## config.mk

```make
export PLATFORM = sky130hd
export DESIGN_NAME = nibble_add_seq
export DESIGN_NICKNAME = d
export VERILOG_FILES = /design/src/rtl/nibble_add_seq.sv
export SDC_FILE = /design/constraint.sdc
export NUM_CORES = 1
export LEC_CHECK = 0
export ABC_CLOCK_PERIOD_IN_PS = 2840
export CAP_MARGIN = 25
export CORE_MARGIN = 3
export CORE_UTILIZATION = 47
export DETAILED_ROUTE_END_ITERATION = 10
export GPL_ROUTABILITY_DRIVEN = 0
export PLACE_DENSITY = 0.84
export SYNTH_ARGS = -nofsm -noshare
export SYNTH_HDL_FRONTEND = slang
export SYNTH_HIERARCHICAL = 1
export SYNTH_SLANG_ARGS = --single-unit
export TNS_END_PERCENT = 1
```

## constraint.sdc

```tcl
create_clock -name clk -period 2.84 [get_ports clk]
set_input_delay 0.284 -clock clk [delete_from_list [all_inputs] [get_ports clk]]
set_output_delay 0.284 -clock clk [all_outputs]
set_load 0.1 [all_outputs]
```

## src/rtl/nibble_add_seq.sv

```systemverilog
// Sequential wide adder: one shared 4-bit ripple adder, one nibble per clock, LSB first.
// Carry is held in a register between nibbles; start/busy/done handshake.
`timescale 1ns/1ps

module fulladd4 (
   output logic [3:0] sum,
   output logic       c_out,
   input  logic [3:0] a,
   input  logic [3:0] b,
   input  logic       c_in
);

   logic ripple;

   always_comb begin
      ripple = c_in;
      sum    = '0;
      for (int i = 0; i < 4; i++) begin
         sum[i] = a[i] ^ b[i] ^ ripple;
         ripple = (a[i] & b[i]) | (ripple & (a[i] ^ b[i]));
      end
      c_out = ripple;
   end

endmodule

module nibble_add_seq #(
   parameter int NIBBLES = 4
) (
   input  logic                   clk,
   input  logic                   rst_n,
   input  logic                   start,
   input  logic [4*NIBBLES-1:0]   a,
   input  logic [4*NIBBLES-1:0]   b,
   input  logic                   c_in,
   output logic                   busy,
   output logic                   done,
   output logic [4*NIBBLES-1:0]   sum,
   output logic                   c_out
);

   localparam int W     = 4 * NIBBLES;
   localparam int IDX_W = $clog2(NIBBLES);
   localparam logic [IDX_W-1:0] LAST_IDX = IDX_W'(NIBBLES - 1);

   typedef enum logic {
      IDLE = 1'b0,
      RUN  = 1'b1
   } state_t;

   state_t           state;
   logic [W-1:0]     op_a;
   logic [W-1:0]     op_b;
   logic [W-1:0]     shadow;
   logic [W-1:0]     shadow_upd;
   logic [IDX_W-1:0] idx;
   logic             carry;

   logic [3:0]       nib_a;
   logic [3:0]       nib_b;
   logic [3:0]       nib_sum;
   logic             nib_cout;

   // Select the active nibble of each latched operand and merge the adder
   // result back into a copy of the shadow, so the exit edge can publish it.
   always_comb begin
      nib_a      = '0;
      nib_b      = '0;
      shadow_upd = shadow;
      for (int i = 0; i < NIBBLES; i++) begin
         if (idx == IDX_W'(i)) begin
            nib_a                 = op_a[4*i +: 4];
            nib_b                 = op_b[4*i +: 4];
            shadow_upd[4*i +: 4]  = nib_sum;
         end
      end
   end

   fulladd4 u_fa (
      .sum   (nib_sum),
      .c_out (nib_cout),
      .a     (nib_a),
      .b     (nib_b),
      .c_in  (carry)
   );

   always_ff @(posedge clk) begin
      if (!rst_n) begin
         state  <= IDLE;
         busy   <= 1'b0;
         done   <= 1'b0;
         sum    <= '0;
         c_out  <= 1'b0;
         idx    <= '0;
         carry  <= 1'b0;
         op_a   <= '0;
         op_b   <= '0;
         shadow <= '0;
      end else begin
         done <= 1'b0;
         case (state)
            IDLE: begin
               if (start) begin
                  op_a   <= a;
                  op_b   <= b;
                  carry  <= c_in;
                  idx    <= '0;
                  shadow <= '0;
                  busy   <= 1'b1;
                  state  <= RUN;
               end
            end
            RUN: begin
               shadow <= shadow_upd;
               carry  <= nib_cout;
               // Last nibble: publish the whole result together with its carry.
               if (idx == LAST_IDX) begin
                  sum   <= shadow_upd;
                  c_out <= nib_cout;
                  done  <= 1'b1;
                  busy  <= 1'b0;
                  state <= IDLE;
               end else begin
                  idx <= idx + IDX_W'(1);
               end
            end
            default: begin
               state <= IDLE;
               busy  <= 1'b0;
            end
         endcase
      end
   end

endmodule
```

# [Word level (Yosys, flattened, before mapping)]
# Index checks and enable logic that the tools add are counted.
[totals] reg_bits=71 in_bits=36 out_inout_bits=19 wordCells=70
[op_classes] addsub=1 eq_ne=6 n_mux=26 bitwise=21 n_reduce_logical=6
[ops] operator="4-bit 2-to-1 mux" n=12
[ops] operator="16-bit one-hot mux with 2 select lines" n=1
[ops] operator="16-bit 2-to-1 mux" n=1
[ops] operator="2-bit AND reduction" n=5
[ops] operator="1-bit bitwise AND" n=8
[ops] operator="1-bit bitwise XOR" n=8
[ops] operator="1-bit 2-to-1 mux" n=6
[ops] operator="1-bit one-hot mux with 2 select lines" n=3
[ops] operator="2-bit equality test (second input constant)" n=2
[ops] operator="2-bit 2-to-1 mux" n=2
[ops] operator="2-bit inequality test (second input constant)" n=2
[ops] operator="1-bit OR" n=4
[ops] operator="2-bit one-hot mux with 2 select lines" n=1
[ops] operator="2-bit by 1-bit adder with 2-bit output (second input constant)" n=1
[ops] operator="2-bit by 1-bit equality test with 1-bit output (second input constant)" n=1
[ops] operator="2-bit zero test" n=1
[ops] operator="2-bit by 1-bit inequality test with 1-bit output (second input constant)" n=1
[ops] operator="1-bit NOT" n=1

# [Longest topological paths before layout]
# Gate-level depths: netlist of run 1.
[logic_depth] word_depth=15 mapped_depth=16

# [Cells and area by module]
# The synthesis of run 1 kept the hierarchy.
[by_module_without_submodules] mod="nibble_add_seq" instances=1 cells_per_inst=332 area_each_um2=2839.0
[by_module_without_submodules] mod="fulladd4" instances=1 cells_per_inst=14 area_each_um2=117.6

# [Worst setup path before layout of run 1]
# Ideal clock, no wire load.
[synth_timing] path_kind="register to register" start="register idx[0]" end="register shadow[7]" setup_time_ns=0.075 arrival_ns=3.061 required_time_ns=2.765 setup_slack_ns=-0.295 stages_incl_launch_ff=16 path_buffers=2 synth_period_minus_slack_ns=3.135 cell_sequence="dfxtp_1 > ha_1 > clkbuf_4 > clkbuf_8 > nor2_2 > a31oi_1 > fa_1 > inv_1 > fa_1 > inv_1 > fa_1 > inv_1 > fa_1 > inv_1 > nand2_1 > o22ai_1"
[synth_via] elab_chain_len=15
[synth_lines] element="start: declaration" line_no="56" text="logic [IDX_W-1:0] idx;"
[synth_lines] element="start signal: assignment" line_no="124" text="idx <= idx + IDX_W'(1);"
[synth_lines] element="2-bit zero test" line_no="71" text="if (idx == IDX_W'(i)) begin"
[synth_lines] element="4-bit 2-to-1 mux (3 in series)" line_no="71"
[synth_lines] element="4-bit 2-to-1 mux *" line_no="71"
[synth_lines] element="via nib_a[0]" line_no="59" text="logic [3:0] nib_a;"
[synth_lines] element="1-bit bitwise XOR" line_no="20" text="ripple = (a[i] & b[i]) | (ripple & (a[i] ^ b[i]));"
[synth_lines] element="1-bit bitwise AND" line_no="20"
[synth_lines] element="1-bit OR *" line_no="20"
[synth_lines] element="1-bit bitwise AND *" line_no="20"
[synth_lines] element="1-bit OR *" line_no="20"
[synth_lines] element="1-bit bitwise AND *" line_no="20"
[synth_lines] element="1-bit OR *" line_no="20"
[synth_lines] element="1-bit bitwise XOR *" line_no="19" text="sum[i] = a[i] ^ b[i] ^ ripple;"
[synth_lines] element="via nib_sum[3]" line_no="61" text="logic [3:0] nib_sum;"
[synth_lines] element="4-bit 2-to-1 mux *" line_no="71"
[synth_lines] element="16-bit one-hot mux with 2 select lines *" line_no="101" text="case (state)"
[synth_lines] element="end signal: assignment" line_no="114" text="shadow <= shadow_upd;"
[synth_lines] element="end: declaration" line_no="54" text="logic [W-1:0] shadow;"
# The timed path passes the listed nets; every way through them passes the cells marked *.
# A chain may end at the register's enable or synchronous reset.

# [Worst setup path in the final report of run 1]
[layout_timing] start="register idx[0]" end="register shadow[11]"
# The elaborated chain is that of the path after synthesis.

==> results.sh, run 1 <==
export IMPL_antenna_found_initial=0
export IMPL_grtUsageTotal_pct=19.0
export IMPL_fillers=524
export IMPL_startpoint_type="flip-flop"
export IMPL_post_drt_wl_per_cell_um=13.8
export IMPL_first_iter_violations=188
export IMPL_drt_pass1_iter_count=4
export IMPL_cp_max_fo=5
export IMPL_status="finished, violations left"
export IMPL_root_buffer="clkbuf_8"
export IMPL_worstPathCellList="ha_4, or2b_1, o31ai_4, a31oi_2, fa_2, inv_2, fa_2, inv_2, fa_2, inv_2, fa_1, inv_2, nand2_2, o22ai_1"
export IMPL_holdCritStartpoint="sum[10]$_SDFFE_PN0P_"
export IMPL_portBuffers=54
export IMPL_cts_tree="done"
export IMPL_gr_total_overflow=0
export IMPL_synth_fp_nets=390
export IMPL_ir_drop_mv=0.475
export IMPL_cts_buffers=9
export IMPL_fmax_mhz=348
export IMPL_startpoint="idx[0]$_SDFFE_PN0P_"
export IMPL_crit_type="flip-flop to flip-flop"
export IMPL_slew_headroom_pct=64.5
export IMPL_powerDensity_nw_per_um2=553
export IMPL_rsz0062_at_grt="true"
export IMPL_dieWidth_um=85.3
export IMPL_avgSynthCellArea_um2=8.55
export IMPL_layout_drive_gt1_share_pct=19.3
export IMPL_cts_max_path_buffers=2
export IMPL_slowest_delay_ps=410
export IMPL_hold_viol_final=0
export IMPL_worstMarginPinSlew_ps=532
export IMPL_required_ps=3110
export IMPL_nNetsFinal=448
export IMPL_timing_setup_tns_ps=-152
export IMPL_cts_sinks=67
export IMPL_power_uw=2130
export IMPL_critPathCapture="shadow[11]$_SDFFE_PN0P_"
export IMPL_crit_path_frequent_cell="inv_2"
export IMPL_violations="negative setup slack"
export IMPL_clk_latency_ps=350
export IMPL_first_global_vias=2403
export IMPL_synthFlopType="dfxtp_1"
export IMPL_syn_inst=346
export IMPL_rows=28
export IMPL_ys_ff_latch=67
export IMPL_syn2layout_area_growth_pct=30.3
export IMPL_netlist_area_um2=2960
export IMPL_critPathSlowestCell="fa_1"
export IMPL_io_pins=55
export IMPL_r2r_cells=14
export IMPL_r2r_end="shadow[11]$_SDFFE_PN0P_"
export IMPL_synth_edf_count=0
export IMPL_core_um2=5990
export IMPL_drt_wl_total_um=6680
export IMPL_drc_errors=0
export IMPL_drv_cap=0
export IMPL_fin_skew_ps=12.0
export IMPL_seq_area_frac_synth_pct=45.4
export IMPL_end_kind="flip-flop"
export IMPL_grt_pass1_wl_um=11000
export IMPL_postRouteAntennaNets=0
export IMPL_clk_pin_slew_ps=70
export IMPL_start_util_pct=49.4
export IMPL_vias=2537
export IMPL_cp_depth=14
export IMPL_synth_cell_types=32
export IMPL_async_reset_ff_share_pct=0
export IMPL_num_antenna_cells=0
export IMPL_yosysWarnings=6
export IMPL_finalSetupViolCount=6
export IMPL_grt_max_degree=34
export IMPL_drv_slew=0
export IMPL_reg2reg_from="idx[0]$_SDFFE_PN0P_"
export IMPL_cp_arrival_ps=3140
export IMPL_p_leak_uw=0.00147
export IMPL_die_y_um=85.3
export IMPL_hold_class="flip-flop to flip-flop"
export IMPL_fin_crit_ps=2880
export IMPL_path_buf_inv=4
export IMPL_r2r_setup_slack_ps=-40
export IMPL_period_share_pct=101
export IMPL_via_per_inst=5.24
export IMPL_layout_setup_ws_ps=-37.5
export IMPL_cts_hold_buf=0
export IMPL_crit_family="adder cells"
export IMPL_h_tree_depth=3
export IMPL_die_area_um2=7280
export IMPL_hpwl_um=4770
[worst min-delay path: stages, from the launching register on]
cell and delay [ps]:
dfxtp_1 330, nand2_1 40, o21ai_0 50
[layout make-up]
class,count,area [um^2],share of cell area (%)
Clock buffer,9,124,3.22
Inverter,17,72.6,1.88
Sequential cell,67,1350,35.0
Clock inverter,7,77.6,2.01
Timing Repair Buffer,71,628,16.3
Tap cell,75,93.8,2.44
Multi-Input combinational cell,238,1510,39.1
[cells by family after synthesis]
kind of cell / count (synthesis) / share of synthesized area [%]
buffers and inverters: 41 / 7.32
muxes: 13 / 4.40
AOI/OAI and AO/OA: 87 / 20.1
adders and majority gates: 8 / 4.40
and+or+nand+nor: 130 / 18.4
DFF: 67 / 45.4
[synthesized netlist by cell type, drive strengths merged, types with 3 or more instances]
cell type	instances	area share [%]
a31oi	8	1.7
or2b	6	1.5
dfxtp	67	45
mux2i	13	4.4
clkbuf	7	1.4
ha	4	1.7
a21oi	4	0.68
nand2b	3	0.63
o31ai	8	2.0
a22o	5	1.5
o21ai	16	2.7
nand3	11	1.9
nand2	105	13
a21boi	33	8.8
fa	4	2.7
o22ai	12	2.5
inv	15	1.9
buf	17	3.8
[flip-flops by register name, summed over array words and instances (netlist names)]
signal  count
op_a       16
carry       1
sum        16
busy        1
done        1
op_b       16
idx         2
shadow     12
state       1
c_out       1
[stage by stage]
stage                     instances  hold WS (ps)  utilization (%)  area (um^2)  worst slack (ps)
after global routing            484           485             64.3         3850              -177
final                           484           457             64.3         3850             -37.5
after floorplan                 346           419                -         3050             0.386
after global placement          466           438             59.6         3570              41.8
after detailed placement        466           447             59.6         3570             -89.3
after CTS                       483           465             63.4         3800             -9.00
[timing repair]
action / 4_1_cts / 5_1_grt
setup endpoints to repair: 7 / 8
pin swaps: 3 / 7
setup buffers: 1 / 1
resized for setup: 8 / 10
[how the worst min path moves through the flow]
stage	to	slack, ps	cells past startpoint
2_1_floorplan	op_a[10]$_SDFFE_PN0P_	420	2
3_3_place_gp	sum[6]$_SDFFE_PN0P_	440	2
3_5_place_dp	sum[10]$_SDFFE_PN0P_	450	2
4_1_cts	op_a[7]$_SDFFE_PN0P_	460	2
5_1_grt	op_a[9]$_SDFFE_PN0P_	480	3
6_report	sum[10]$_SDFFE_PN0P_	460	2
[cell usage in the layout (no fill, tap or decap), types with 4 or more instances in the layout]
cell type / instances
a21boi_0: 26
a21boi_1: 6
a21oi_1: 4
a22o_1: 5
a31oi_1: 6
buf_4: 34
clkbuf_8: 9
clkdlybuf4s50_1: 35
dfxtp_1: 65
ha_4: 4
inv_1: 7
inv_2: 7
mux2i_1: 13
nand2_1: 104
nand3_1: 11
o21ai_0: 13
o22ai_1: 12
o31ai_1: 6
or2b_1: 6
[report_power, final]
| part | total [uW] | switching, uW | internal [uW] |
|---|---|---|---|
| clock | 800 | 390 | 411 |
| sequential | 1010 | 31.1 | 977 |
| combinational | 322 | 176 | 146 |
[per-layer routing]
layer / vias up / wire [um] / part of all wire, % / global-route usage, %
li1: 1273 / - / - / -
met1: 1167 / 3000 / 45 / 23.9
met2: 88 / 3160 / 47 / 31.1
met3: 9 / 429 / 6.4 / 4.56
met4: 0 / 94 / 1.4 / 8.20
met5: - / 0 / 0 / 0
Power figures use the tool's default switching activity.
==> inputs of run 2 (changes only) <==
--- a/config.mk
+++ b/config.mk
@@ -5,13 +5,13 @@
 export SDC_FILE = /design/constraint.sdc
 export NUM_CORES = 1
 export LEC_CHECK = 0
-export ABC_CLOCK_PERIOD_IN_PS = 2840
+export ABC_CLOCK_PERIOD_IN_PS = 3700
 export CAP_MARGIN = 25
 export CORE_MARGIN = 3
-export CORE_UTILIZATION = 47
+export CORE_UTILIZATION = 48
 export DETAILED_ROUTE_END_ITERATION = 10
 export GPL_ROUTABILITY_DRIVEN = 0
-export PLACE_DENSITY = 0.84
+export PLACE_DENSITY = 0.82
 export SYNTH_ARGS = -nofsm -noshare
 export SYNTH_HDL_FRONTEND = slang
 export SYNTH_HIERARCHICAL = 1
==> constraint.sdc (replaced) <==
create_clock -name clk -period 3.7 [get_ports clk]
set_input_delay 0.37 -clock clk [delete_from_list [all_inputs] [get_ports clk]]
set_output_delay 0.37 -clock clk [all_outputs]
set_load 0.1 [all_outputs]
==> run 2 against run 1 <==
Against the previous run:
- non-clock buffer count is 11 lower
- critical path depth is 1 higher
- register-to-register slack better by 350 ps
- hold slack worse by 1.1 ps
- cell area is 3.9% lower
- global-route usage is 0.26 points higher
- fmax is 15% lower
- total power is 22% lower
- clock power is 18% lower
- routed wire length is 2.2% lower
- the run now ends clean
- clock skew is 5.7 ps lower
==> results.sh, run 2 (same netlist as run 1, synthesis figures left out) <==
export IMPL_rows=27
export IMPL_drt_pass1_iter_count=4
export IMPL_largestRegisters="op_a (16), op_b (16), sum (16)"
export IMPL_num_antenna_cells=0
export IMPL_gr_total_overflow=0
export IMPL_clk_latency_ps=350
export IMPL_drc_errors=0
export IMPL_crit_path_frequent_cell="inv_1"
export IMPL_status="finished, final reports clean"
export IMPL_clk_pin_slew_ps=70
export IMPL_period_share_pct=91.6
export IMPL_cts_setup_buffers=0
export IMPL_rsz0062_at_grt="false"
export IMPL_slowest_delay_ps=440
export IMPL_nNetsFinal=437
export IMPL_layout_drive_gt1_share_pct=7.04
export IMPL_via_per_inst=5.32
export IMPL_fin_crit_ps=3390
export IMPL_critPathSlowestCell="fa_1"
export IMPL_end_kind="flip-flop"
export IMPL_io_pins=55
export IMPL_core_um2=5740
export IMPL_timing_setup_tns_ps=0
export IMPL_cts_tree="done"
export IMPL_final_common_cell="nand2_1"
export IMPL_dieWidth_um=84.5
export IMPL_vias=2501
export IMPL_drv_cap=0
export IMPL_worstMarginPinSlew_ps=968
export IMPL_grtUsageTotal_pct=19.3
export IMPL_postRouteAntennaNets=0
export IMPL_grt_pass1_wl_um=11100
export IMPL_hold_class="flip-flop to flip-flop"
export IMPL_antenna_found_initial=0
export IMPL_first_iter_violations=171
export IMPL_grt_max_degree=51
export IMPL_path_buf_inv=6
export IMPL_h_tree_depth=3
export IMPL_syn2layout_area_growth_pct=25.2
export IMPL_drt_wl_total_um=6540
export IMPL_root_buffer="clkbuf_8"
export IMPL_post_drt_wl_per_cell_um=13.9
export IMPL_crit_family="adder cells"
export IMPL_final_cell_mix="nand2_1, dfxtp_1, clkdlybuf4s50_1"
export IMPL_hold_viol_final=0
export IMPL_required_ps=3970
export IMPL_placed_area_um2=3480
export IMPL_p_leak_uw=0.00139
export IMPL_pre_cts_slack_ps=220
export IMPL_fin_skew_ps=6.27
export IMPL_finalSetupViolCount=0
export IMPL_portBuffers=54
export IMPL_cp_arrival_ps=3660
export IMPL_cp_max_fo=7
export IMPL_layout_setup_ws_ps=312
export IMPL_fin_area_um2=3700
export IMPL_slew_headroom_pct=35.3
export IMPL_hpwl_um=4860
export IMPL_fmax_mhz=295
export IMPL_first_global_vias=2434
export IMPL_startpoint_type="flip-flop"
export IMPL_cts_max_path_buffers=2
export IMPL_ir_drop_mv=0.318
export IMPL_cts_sinks=67
export IMPL_start_util_pct=51.5
export IMPL_die_area_um2=7140
export IMPL_powerDensity_nw_per_um2=447
export IMPL_die_y_um=84.5
export IMPL_worstPathCellList="inv_1, ha_2, clkinv_1, o31ai_1, a31oi_1, fa_1, inv_1, fa_1, inv_1, fa_1, inv_1, fa_1, inv_1, nand2_1, o22ai_1"
export IMPL_crit_type="flip-flop to flip-flop"
export IMPL_cts_buffers=9
export IMPL_drv_slew=0
run 2: per-stage QoR:
step / power (uW) / hold WS (ps) / instances / util, %
detailed placement: 1010 / 450 / 454 / 60.6
CTS: 1660 / 467 / 470 / 64.4
global placement: 1010 / 436 / 454 / 60.6
floorplan: 934 / 435 / 346 / -
global route: 1720 / 472 / 470 / 64.4
finish: 1650 / 456 / 470 / 64.4
run 2: where the power goes:
| group | switching [uW] | internal [uW] |
|---|---|---|
| clock | 280 | 378 |
| sequential | 21.8 | 750 |
| combinational | 128 | 96.5 |
run 2: worst paths after layout:
| check | from | endpoint | slack [ps] | cells after the start |
|---|---|---|---|---|
| hold reg to reg | sum[8]$_SDFFE_PN0P_ | sum[8]$_SDFFE_PN0P_ | 460 | 2 |
| setup / recovery | idx[0]$_SDFFE_PN0P_ | shadow[11]$_SDFFE_PN0P_ | 310 | 15 |
| setup reg to reg | idx[0]$_SDFFE_PN0P_ | shadow[11]$_SDFFE_PN0P_ | 310 | 15 |
| hold / removal | sum[8]$_SDFFE_PN0P_ | sum[8]$_SDFFE_PN0P_ | 460 | 2 |
run 2: metal layers:
metal	global-route usage [%]	share of wire [%]	vias to the layer above
met5	0	0	-
met4	9.64	2.4	0
met3	4.51	5.0	20
met2	31.4	46	89
met1	23.9	46	1144
li1	-	-	1248
run 2: timing repair:
item,4_1_cts,5_1_grt
gates resized for setup,0,2
hold buffers,0,0
setup endpoints to repair,0,6
run 2: worst min-delay path, stage by stage (launching register included):
cell	delay, ps
dfxtp_1	330
nand2_1	40
o21ai_0	50
run 2: final cells by class:
class	count	area, um^2
repair buffers	60	586
clock buffers	9	124
clock inverters	7	92.6
fillers	498	2040
multi-input cells	238	1400
well taps	72	90.1
inverters	17	63.8
flip-flops and latches	67	1340
==> inputs of run 3 (changes only) <==
--- a/config.mk
+++ b/config.mk
@@ -5,6 +5,7 @@
 export SDC_FILE = /design/constraint.sdc
 export NUM_CORES = 1
 export LEC_CHECK = 0
+export ABC_AREA = 1
 export ABC_CLOCK_PERIOD_IN_PS = 3700
 export CAP_MARGIN = 25
 export CORE_MARGIN = 3
==> run 3 against run 2 <==
Against the previous run:
- first-iteration DRC count rose by 43%
- synthesized area is 1.9% higher
- flip-flop and latch count is the same
- hold slack better by 8.1 ps
- combinational power rose by 12%
- global-route usage rose by 0.84 points
- critical path depth grew 4
- register-to-register slack gained 30 ps
==> results.sh, run 3 <==
export IMPL_synthFlopType="dfxtp_1"
export IMPL_worstPathCellList="inv_1, ha_1, inv_1, nor2_1, nor2_1, nand2_1, nand2_1, fa_1, inv_1, fa_1, inv_1, fa_1, inv_1, fa_1, inv_1, inv_1, nand2_1, nand3_1, a21oi_1"
export IMPL_grt_use_met1_pct=24.2
export IMPL_die_area_um2=7260
export IMPL_cts_max_path_buffers=2
export IMPL_via_per_inst=5.01
export IMPL_grt_pass1_wl_um=11600
export IMPL_slew_headroom_pct=34.8
export IMPL_power_frac_comb_pct=15.2
export IMPL_drc_errors=0
export IMPL_antenna_found_initial=0
export IMPL_cts_setup_buffers=0
export IMPL_cts_hold_buf=0
export IMPL_ir_drop_mv=0.221
export IMPL_drv_slew=0
export IMPL_rows=28
export IMPL_cp_arrival_ps=3620
export IMPL_drt_pass1_iter_count=4
export IMPL_synth_area_top_cells="dfxtp_1, nand2_1, nor2_1"
export IMPL_drv_cap=0
export IMPL_dieWidth_um=85.2
export IMPL_p_leak_uw=0.00158
export IMPL_ys_top_cells_by_count="nand2_1, nor2_1, dfxtp_1"
export IMPL_power_switching_uw=445
export IMPL_end_kind="flip-flop"
export IMPL_synth_edf_count=0
export IMPL_p_int_uw=1220
export IMPL_syn_inst=424
export IMPL_cts_buffers=9
export IMPL_h_tree_depth=3
export IMPL_status="finished, final reports clean"
export IMPL_core_um2=5990
export IMPL_num_antenna_cells=0
export IMPL_syn2layout_area_growth_pct=23.8
export IMPL_fin_crit_ps=3350
export IMPL_synth_top_area_share_pct=44.5
export IMPL_crit_type="flip-flop to flip-flop"
export IMPL_synth_fp_nets=468
export IMPL_post_drt_wl_per_cell_um=12.6
export IMPL_period_share_pct=90.7
export IMPL_synth_largest_area_cell="dfxtp_1"
export IMPL_final_cell_mix="nand2_1, nor2_1, dfxtp_1"
export IMPL_grtUsageTotal_pct=20.1
export IMPL_io_pins=55
export IMPL_critPathSlowestCell="fa_1"
export IMPL_seqPwrFrac_pct=46.8
export IMPL_vias=2738
export IMPL_yosys_cell_count_top_type="nand2_1"
export IMPL_cts_repair_resize_count=0
export IMPL_hpwl_um=4840
export IMPL_grt_max_degree=37
export IMPL_cp_max_fo=12
export IMPL_start_util_pct=50.3
export IMPL_final_common_cell="nand2_1"
export IMPL_cts_tree="done"
export IMPL_powerDensity_nw_per_um2=446
export IMPL_portBuffers=54
export IMPL_met3_usage_pct=5.63
export IMPL_synth_cell_types=19
export IMPL_yosysWarnings=6
export IMPL_worstMarginPinSlew_ps=975
export IMPL_nNetsFinal=511
export IMPL_first_iter_violations=244
export IMPL_clk_pin_slew_ps=70
export IMPL_first_global_vias=2565
export IMPL_netlist_area_um2=3010
export IMPL_finalSetupViolCount=0
export IMPL_ys_ff_latch=67
export IMPL_slowest_delay_ps=400
export IMPL_placed_area_um2=3520
export IMPL_hold_viol_final=0
export IMPL_avgSynthCellArea_um2=7.11
export IMPL_hold_class="flip-flop to flip-flop"
export IMPL_fin_skew_ps=10.8
export IMPL_postRouteAntennaNets=0
export IMPL_pwr_share_clk_pct=38.0
export IMPL_root_buffer="clkbuf_8"
export IMPL_timing_setup_tns_ps=0
export IMPL_fin_area_um2=3730
export IMPL_fmax_mhz=298
export IMPL_drt_wl_total_um=6910
export IMPL_rsz0062_at_grt="false"
export IMPL_crit_path_frequent_cell="inv_1"
export IMPL_die_y_um=85.2
export IMPL_layout_drive_gt1_share_pct=5.30
export IMPL_met2_usage_pct=33.2
export IMPL_startpoint_type="flip-flop"
export IMPL_switching_share_pct=26.7
export IMPL_top_usage_layer="met2"
export IMPL_gr_total_overflow=0
export IMPL_async_reset_ff_share_pct=0
export IMPL_seq_area_frac_synth_pct=44.5
export IMPL_clk_latency_ps=350
export IMPL_cts_sinks=67
export IMPL_largestRegisters="op_a (16), op_b (16), sum (16)"
export IMPL_required_ps=3970
-- run 3: cell count changes after synthesis, moves of 22 or more --
cell,before,now
a21boi_0,26,0
a21oi_1,4,26
inv_1,14,38
nand3_1,11,42
nor2_1,1,77
o21ai_0,16,46
-- run 3: cell type report --
class                           instances  area, um^2
Clock buffer                           12         165
Multi-Input combinational cell        291        1360
Inverter                               39         149
Tap cell                               75        93.8
Fill cell                             554        2260
Clock inverter                          4        47.5
Timing Repair Buffer                   59         578
Sequential cell                        67        1340
-- run 3: path summary, 6_finish.rpt --
check,from,endpoint,slack (ps),cells past startpoint
hold reg to reg,op_a[7]$_SDFFE_PN0P_,op_a[7]$_SDFFE_PN0P_,460,2
setup reg to reg,idx[0]$_SDFFE_PN0P_,shadow[3]$_SDFFE_PN0P_,350,19
hold / removal,op_a[7]$_SDFFE_PN0P_,op_a[7]$_SDFFE_PN0P_,460,2
setup / recovery,idx[0]$_SDFFE_PN0P_,shadow[3]$_SDFFE_PN0P_,350,19
-- run 3: cell families (layout without fill, tap and decap cells) --
logic type	Yosys count	after routing	synth area share, %
and+or+nand+nor	208	208	28.2
AOI/OAI and AO/OA	75	75	12.5
DFF	67	67	44.5
buffers and inverters	66	114	10.5
adders and majority gates	8	8	4.32
-- run 3: through the flow --
step                      instances  util, %  hold WS, ps  power (uW)  setup slack, ps
after floorplan                 424        -          430         969              740
after global placement          531     58.7          445        1040              540
after detailed placement        531     58.7          449        1050              391
after CTS                       547     62.3          460        1680              354
after global routing            547     62.3          487        1750             22.1
final                           547     62.3          464        1660              345
-- run 3: per-layer routing --
layer	part of all wire (%)	wire (um)
met5	0	0
met1	44	3040
met4	1.3	92
met2	49	3400
met3	5.4	372
-- run 3: worst max-delay path: cells and delay by family (launching register included) --
kind / cells / cell delay (ps)
compound gates: 1 / 120
simple gates: 6 / 580
flops: 1 / 340
buf+inv: 7 / 670
fa+ha+maj: 5 / 1550
-- run 3: power groups by stage --
stage	clock [uW]	combinational, uW	sequential (uW)
2_1_floorplan	0	172	796
3_3_place_gp	0	246	794
3_5_place_dp	0	252	795
4_1_cts	647	253	778
5_1_grt	675	289	783
6_report	632	253	779
